<file path="src/rtl/seg_scan_ctrl.sv">
// -----------------------------------------------------------------------------
// seg_scan_ctrl
//
// Time-multiplexed scan controller for an 8-digit common-anode seven-segment
// display. Display data is double buffered: a load strobe captures the value,
// decimal-point mask and digit-enable mask into a staging copy, and the
// staging copy moves into the displayed (shadow) copy only at the end of a
// frame, so a frame never shows a mix of old and new data.
//
// Every digit slot is a BLANK phase (all anodes off, BLANK_CYC cycles)
// followed by a DRIVE phase (one anode on, REFRESH_DIV cycles). Disabled
// digits keep the full slot length but stay dark.
//
// Parameters
//   REFRESH_DIV  clock cycles each digit is driven (>= 1)
//   BLANK_CYC    clock cycles all anodes are off before each digit (>= 1)
//
// Ports
//   clock       system clock, rising-edge active
//   reset       asynchronous, active-low reset
//   load        one-cycle strobe, captures value/dp_mask/digit_en into staging
//   value       32-bit hex data, nibble k is shown on digit k
//   dp_mask     bit k lights the decimal point of digit k
//   digit_en    bit k = 0 keeps digit k dark
//   pending     staged data waiting for the next frame commit
//   frame_done  one-cycle pulse at the start of the BLANK after digit 7
//   Anode       active-low digit select, at most one bit low
//   Cathode     active-low segments, bit 7 = DP, bits 6:0 = g..a
//
// Build option
//   SEG_SCAN_LZB_EN  when defined, leading zeros (from digit 7 down to
//                    digit 1) are blanked together with their DP.
// -----------------------------------------------------------------------------
module seg_scan_ctrl #(
    parameter int REFRESH_DIV = 100000,
    parameter int BLANK_CYC   = 16
) (
    input  logic        clock,
    input  logic        reset,
    input  logic        load,
    input  logic [31:0] value,
    input  logic [7:0]  dp_mask,
    input  logic [7:0]  digit_en,
    output logic        pending,
    output logic        frame_done,
    output logic [7:0]  Anode,
    output logic [7:0]  Cathode
);

    localparam int CNT_MAX = (REFRESH_DIV > BLANK_CYC) ? REFRESH_DIV : BLANK_CYC;
    localparam int CNT_W   = $clog2(CNT_MAX) + 1;

    localparam logic [CNT_W-1:0] DRIVE_LAST = CNT_W'(REFRESH_DIV - 1);
    localparam logic [CNT_W-1:0] BLANK_LAST = CNT_W'(BLANK_CYC - 1);

    typedef enum logic {
        ST_BLANK = 1'b0,
        ST_DRIVE = 1'b1
    } state_t;

    // Active-low segment pattern for one hex nibble, DP bit (7) off.
    function automatic logic [7:0] seg_code(input logic [3:0] nib);
        logic [7:0] code;
        code = 8'hFF;
        case (nib)
            4'h0: code = 8'hC0;
            4'h1: code = 8'hF9;
            4'h2: code = 8'hA4;
            4'h3: code = 8'hB0;
            4'h4: code = 8'h99;
            4'h5: code = 8'h92;
            4'h6: code = 8'h82;
            4'h7: code = 8'hF8;
            4'h8: code = 8'h80;
            4'h9: code = 8'h98;
            4'hA: code = 8'h88;
            4'hB: code = 8'h83;
            4'hC: code = 8'hC6;
            4'hD: code = 8'hA1;
            4'hE: code = 8'h86;
            4'hF: code = 8'h8E;
        endcase
        return code;
    endfunction

    // ------------------------------------------------------------------------
    // State
    // ------------------------------------------------------------------------
    state_t           state_q,     state_d;
    logic [2:0]       idx_q,       idx_d;
    logic [CNT_W-1:0] cnt_q,       cnt_d;
    logic             run_q,       run_d;

    logic [31:0]      stg_value_q, stg_value_d;
    logic [7:0]       stg_dp_q,    stg_dp_d;
    logic [7:0]       stg_en_q,    stg_en_d;

    logic [31:0]      shd_value_q, shd_value_d;
    logic [7:0]       shd_dp_q,    shd_dp_d;
    logic [7:0]       shd_en_q,    shd_en_d;

    logic             pending_q,   pending_d;
    logic             frame_dn_q,  frame_dn_d;
    logic [7:0]       anode_q,     anode_d;
    logic [7:0]       cathode_q,   cathode_d;

    logic [7:0]       lzb_mask;
    logic             digit_on;
    logic [3:0]       cur_nib;

    // ------------------------------------------------------------------------
    // Leading-zero blanking mask, derived from the shadow copy only, so it
    // can change only at a frame commit.
    // ------------------------------------------------------------------------
`ifdef SEG_SCAN_LZB_EN
    always_comb begin
        logic lead;
        lead     = 1'b1;
        lzb_mask = 8'h00;
        // Digit 0 is never a leading zero; the scan stops at the first
        // non-zero nibble whether or not that digit is enabled.
        for (int k = 7; k >= 1; k--) begin
            if (shd_value_q[4*k +: 4] != 4'h0) begin
                lead = 1'b0;
            end
            lzb_mask[k] = lead;
        end
    end
`else
    assign lzb_mask = 8'h00;
`endif

    assign cur_nib  = shd_value_q[{idx_q, 2'b00} +: 4];
    assign digit_on = shd_en_q[idx_q] & ~lzb_mask[idx_q];

    // ------------------------------------------------------------------------
    // Next-state logic
    // ------------------------------------------------------------------------
    always_comb begin
        logic frame_end;

        // NOTE: every signal driven here gets a default first, so no path can
        // leave one unassigned and infer a latch.
        state_d     = state_q;
        idx_d       = idx_q;
        cnt_d       = cnt_q;
        run_d       = 1'b1;
        stg_value_d = stg_value_q;
        stg_dp_d    = stg_dp_q;
        stg_en_d    = stg_en_q;
        shd_value_d = shd_value_q;
        shd_dp_d    = shd_dp_q;
        shd_en_d    = shd_en_q;
        pending_d   = pending_q;
        frame_dn_d  = 1'b0;
        frame_end   = 1'b0;

        // The reset state is held until the first edge after release; that
        // edge opens the first BLANK cycle, so the first slot has the same
        // length as every later one.
        if (run_q) begin
            case (state_q)
                ST_BLANK: begin
                    if (cnt_q == BLANK_LAST) begin
                        state_d = ST_DRIVE;
                        cnt_d   = '0;
                    end else begin
                        cnt_d = cnt_q + 1'b1;
                    end
                end
                ST_DRIVE: begin
                    if (cnt_q == DRIVE_LAST) begin
                        state_d   = ST_BLANK;
                        cnt_d     = '0;
                        idx_d     = idx_q + 3'd1;
                        frame_end = (idx_q == 3'd7);
                    end else begin
                        cnt_d = cnt_q + 1'b1;
                    end
                end
                default: begin
                    state_d = ST_BLANK;
                    cnt_d   = '0;
                end
            endcase
        end

        frame_dn_d = frame_end;

        // Commit reads the staging registers as they were before this edge,
        // so a load arriving on the commit edge waits for the next frame.
        if (frame_end && pending_q) begin
            shd_value_d = stg_value_q;
            shd_dp_d    = stg_dp_q;
            shd_en_d    = stg_en_q;
            pending_d   = 1'b0;
        end

        if (load) begin
            stg_value_d = value;
            stg_dp_d    = dp_mask;
            stg_en_d    = digit_en;
            pending_d   = 1'b1;
        end

        // Registered pin drive: during DRIVE idx is stable and the shadow
        // copy cannot change (commit only happens when leaving DRIVE).
        anode_d   = 8'hFF;
        cathode_d = 8'hFF;
        if (state_d == ST_DRIVE && digit_on) begin
            anode_d   = ~(8'h01 << idx_q);
            cathode_d = seg_code(cur_nib) & ~{shd_dp_q[idx_q], 7'b000_0000};
        end
    end

    // ------------------------------------------------------------------------
    // State registers
    // ------------------------------------------------------------------------
    // NOTE: staging and shadow are ordinary registers, not a memory array, so
    // they take the asynchronous reset like the rest; a reset discards any
    // staged frame and leaves every digit disabled.
    always_ff @(posedge clock or negedge reset) begin
        if (!reset) begin
            state_q     <= ST_BLANK;
            idx_q       <= 3'd0;
            cnt_q       <= '0;
            run_q       <= 1'b0;
            stg_value_q <= 32'h0;
            stg_dp_q    <= 8'h00;
            stg_en_q    <= 8'h00;
            shd_value_q <= 32'h0;
            shd_dp_q    <= 8'h00;
            shd_en_q    <= 8'h00;
            pending_q   <= 1'b0;
            frame_dn_q  <= 1'b0;
            anode_q     <= 8'hFF;
            cathode_q   <= 8'hFF;
        end else begin
            // NOTE: non-blocking assignments so every register samples the
            // pre-edge values computed above, independent of statement order.
            state_q     <= state_d;
            idx_q       <= idx_d;
            cnt_q       <= cnt_d;
            run_q       <= run_d;
            stg_value_q <= stg_value_d;
            stg_dp_q    <= stg_dp_d;
            stg_en_q    <= stg_en_d;
            shd_value_q <= shd_value_d;
            shd_dp_q    <= shd_dp_d;
            shd_en_q    <= shd_en_d;
            pending_q   <= pending_d;
            frame_dn_q  <= frame_dn_d;
            anode_q     <= anode_d;
            cathode_q   <= cathode_d;
        end
    end

    assign pending    = pending_q;
    assign frame_done = frame_dn_q;
    assign Anode      = anode_q;
    assign Cathode    = cathode_q;

endmodule

</file>
<file path="config.mk">
export PLATFORM = sky130hd
export DESIGN_NAME = seg_scan_ctrl
export DESIGN_NICKNAME = d
export VERILOG_FILES = /design/src/rtl/seg_scan_ctrl.sv
export SDC_FILE = /design/constraint.sdc
export NUM_CORES = 1
export LEC_CHECK = 0
export CAP_MARGIN = 10
export CORE_AREA = 2 2 149 78
export CTS_CLUSTER_SIZE = 12
export DETAILED_ROUTE_END_ITERATION = 10
export DIE_AREA = 0 0 151 80
export PLACE_DENSITY = 0.75
export SETUP_SLACK_MARGIN = 0.2
export SKIP_CTS_REPAIR_TIMING = 1
export SYNTH_ARGS = -nofsm -noshare
export SYNTH_HDL_FRONTEND = slang
export SYNTH_SLANG_ARGS = --single-unit
export TNS_END_PERCENT = 30
</file>
<file path="constraint.sdc">
create_clock -name clock -period 2.7 [get_ports clock]
set_input_delay 0.405 -clock clock [delete_from_list [all_inputs] [get_ports clock]]
set_output_delay 0.405 -clock clock [all_outputs]
set_load 0.02 [all_outputs]
</file>
==> metrics.yaml <==
final_layout:
  fin_cells: 653
  n_antenna_cell: 0
  fillCellCount: 721
  seqCellArea_sq_um: 3448
  drive_gt1_frac: 0.3504
  multi_input_area_sq_um: 2364
  area_growth_pct: 25.17
  nets: 558
worst_setup_path:
  cp-start-kind: "register"
  cp_cell_sequence: "or4_1, nor4_2, nor2b_2, nand3_2, buf_12, mux2_4"
  crit_slowest_cell: "or4_1"
  critical_path_arrival_ps: 2710
  path_buf_inv: 1
  cp.required_ps: 2990
  path_class: "register to register"
  path_max_fanout: 48
  critPathMaxStageDelay_ps: 590
  cp_top_family: "simple AND/OR/NAND/NOR gates"
  endpoint_kind: "register"
grt:
  grt_pass1_wl_um: 20640
  grt_usage: 0.2311
  antenna_found_initial: 0
  grt_max_degree: 50
  grt_pass1_vias: 3793
  overflow: 0
clock_tree:
  numCtsBuffers: 17
  cts_sinks: 137
  ctsRootBufferMaster: "clkbuf_16"
  htree_levels: 4
  clkLatencyLatePin_ps: 410
  cts_buffer_depth: 2
  cts_tree: "done"
  clk_pin_slew_worst_paths_ps: 60
die:
  die_area_sq_um: 12080
  die_h_um: 80
  die_width_um: 151
  initial_utilization: 0.5535
  coreArea_sq_um: 10740
  pin_count: 69
  rows: 27
placement:
  dp.cells: 620
  place.gp.congestion: 0.8555
  dp.final_hpwl_um: 8675
  portBuffers: 68
yosys:
  synth_top_area_share: 0.5093
  synth_cell_types: 44
  synth-edff-count: 0
  synth.avg_cell_area_sq_um: 14.47
  yosys_warnings: 0
  synthTopCellsByArea: "dfrtp_1 51%, mux2_2 14%, dfstp_2 7.1%"
  syn_nets: 474
  synth_cells: 411
  ys_ff_latch: 137
  ys_seq_area_frac: 0.5800
  yosys-top-cells-count: "121 x dfrtp_1, 76 x mux2_2, 26 x nand2_1"
  synth_area_sq_um: 5946
  async_flop_share: 1.000
  yosysMostFrequentCell: "dfrtp_1"
  synth_largest_area_cell: "dfrtp_1"
  synth_flop_cell: "dfrtp_1"
timing:
  fmax_mhz: 413.3
  skew_ps: 7.889
  period_needed_ps: 2419
  slew_violations: 0
  rsz0062_at_grt: "false"
  tns_ps: 0
  setup_violations: 0
  worstMarginPinSlew_ps: 606.4
  hold_viol: 0
  slew_headroom: 0.5957
  fin_crit_sh: 0.8961
drt:
  drtAntennaViolNets: 0
  vias: 3626
  wl_um: 12430
  avgRoutedWirePerCell_um: 19.04
  firstDrtPassIters: 5
  drt_iter0_drc: 253
  avgViaCountPerCell: 5.553
  drc_errors: 0
power_and_ir_drop:
  ir_drop_uv: 415.2
  p_per_area_nw_per_um2: 658.0
  seqPwrFrac: 0.468
  power_mw: 4.897
  p_leak_nw: 3.386
  p_comb_frac: 0.071
  intPower_mw: 3.775
  switching_share: 0.2292
  switchingPower_mw: 1.122
  clock_power_share: 0.461
status:
  outcome: "completed"
hold_path:
  worstHoldPathType: "register to register"
flow_run:
  maxCapViolCount: 0
## final timing paths
check,from,to,slack (ps),cells after the start
min in group asynchronous,reset,stg_en_q[0]$_DFFE_PN0P_,510,2
max in group asynchronous,reset,Anode[5]$_DFF_PN1_,1420,3
hold / removal,cnt_q[17]$_DFFE_PN0P_,cnt_q[17]$_DFFE_PN0P_,470,1
setup / recovery,cnt_q[12]$_DFFE_PN0P_,shd_value_q[20]$_DFFE_PN0P_,280,6
hold reg to reg,cnt_q[17]$_DFFE_PN0P_,cnt_q[17]$_DFFE_PN0P_,470,1
setup reg to reg,cnt_q[12]$_DFFE_PN0P_,shd_value_q[20]$_DFFE_PN0P_,280,6
## power by group through the flow
stage	clock (mW)	sequential, mW	combinational (mW)
after floorplan	0	2.28	0.196
after global placement	0	2.31	0.334
after detailed placement	0	2.32	0.348
after CTS	2.29	2.29	0.351
after global routing	2.40	2.31	0.386
final	2.26	2.29	0.347
## worst register-to-register path: stages (launching register included)
cell,delay [ps]
dfrtp_1,430
or4_1,590
nor4_2,340
nor2b_2,250
nand3_2,110
buf_12,210
mux2_4,360
## registers in the layout, summed over array words and instances (netlist names), 3 cells and up
register,flops
shd_dp_q,8
stg_en_q,8
shd_value_q,32
cnt_q,18
stg_dp_q,8
stg_value_q,32
Anode,8
shd_en_q,8
idx_q,3
Cathode,8
## layer usage
metal | track usage | wire [um] | vias up
li1 | - | - | 1631
met1 | 0.3471 | 6068 | 1832
met2 | 0.3159 | 5182 | 148
met3 | 0.07771 | 1046 | 15
met4 | 0.07103 | 133 | 0
met5 | 0 | 0 | -
## cell usage in the layout, fill, tap and decap left out, types with 3 or more instances in the layout
master / count
a21o_1: 4
and3_1: 3
buf_12: 3
buf_4: 12
clkbuf_16: 17
clkdlybuf4s50_1: 66
clkinv_2: 4
clkinvlp_4: 6
dfrtp_1: 121
dfstp_2: 16
ha_1: 12
inv_1: 11
mux2_2: 76
mux2_4: 20
mux2i_1: 7
mux4_2: 12
nand2_1: 26
nand2b_1: 3
nand3_1: 6
nand4_1: 7
nor2_1: 12
nor2b_1: 3
nor3_1: 6
o21ai_0: 4
xnor2_1: 11
xor2_1: 3
## layout make-up
cell class	instances	area share
clock buffers	20	0.06137
flip-flops and latches	137	0.4633
repair buffers	83	0.1110
multi-input cells	245	0.3176
well taps	145	0.02438
inverters	11	0.005548
clock inverters	12	0.01681
## cell families after synthesis
logic type                 synth area share
other                             0.0006307
adders and majority gates           0.02525
muxes                                0.2534
xor gates and xnor gates            0.02062
and+or+nand+nor                     0.06734
buffers and inverters               0.02357
DFF                                  0.5800
AOI/OAI and AO/OA                   0.02925
## through the flow
step,hold WS (ps),utilization,cell area [sq um],worst slack [ps]
after floorplan,109.4,-,5946,252.4
after global placement,400.6,0.6371,6844,338.1
after detailed placement,404.7,0.6371,6844,290.9
after CTS,-38.69,0.6912,7426,258.3
after global routing,478.0,0.6928,7442,196.8
final,466.3,0.6928,7442,280.6
Note: power is estimated with default switching activity, not from simulation.
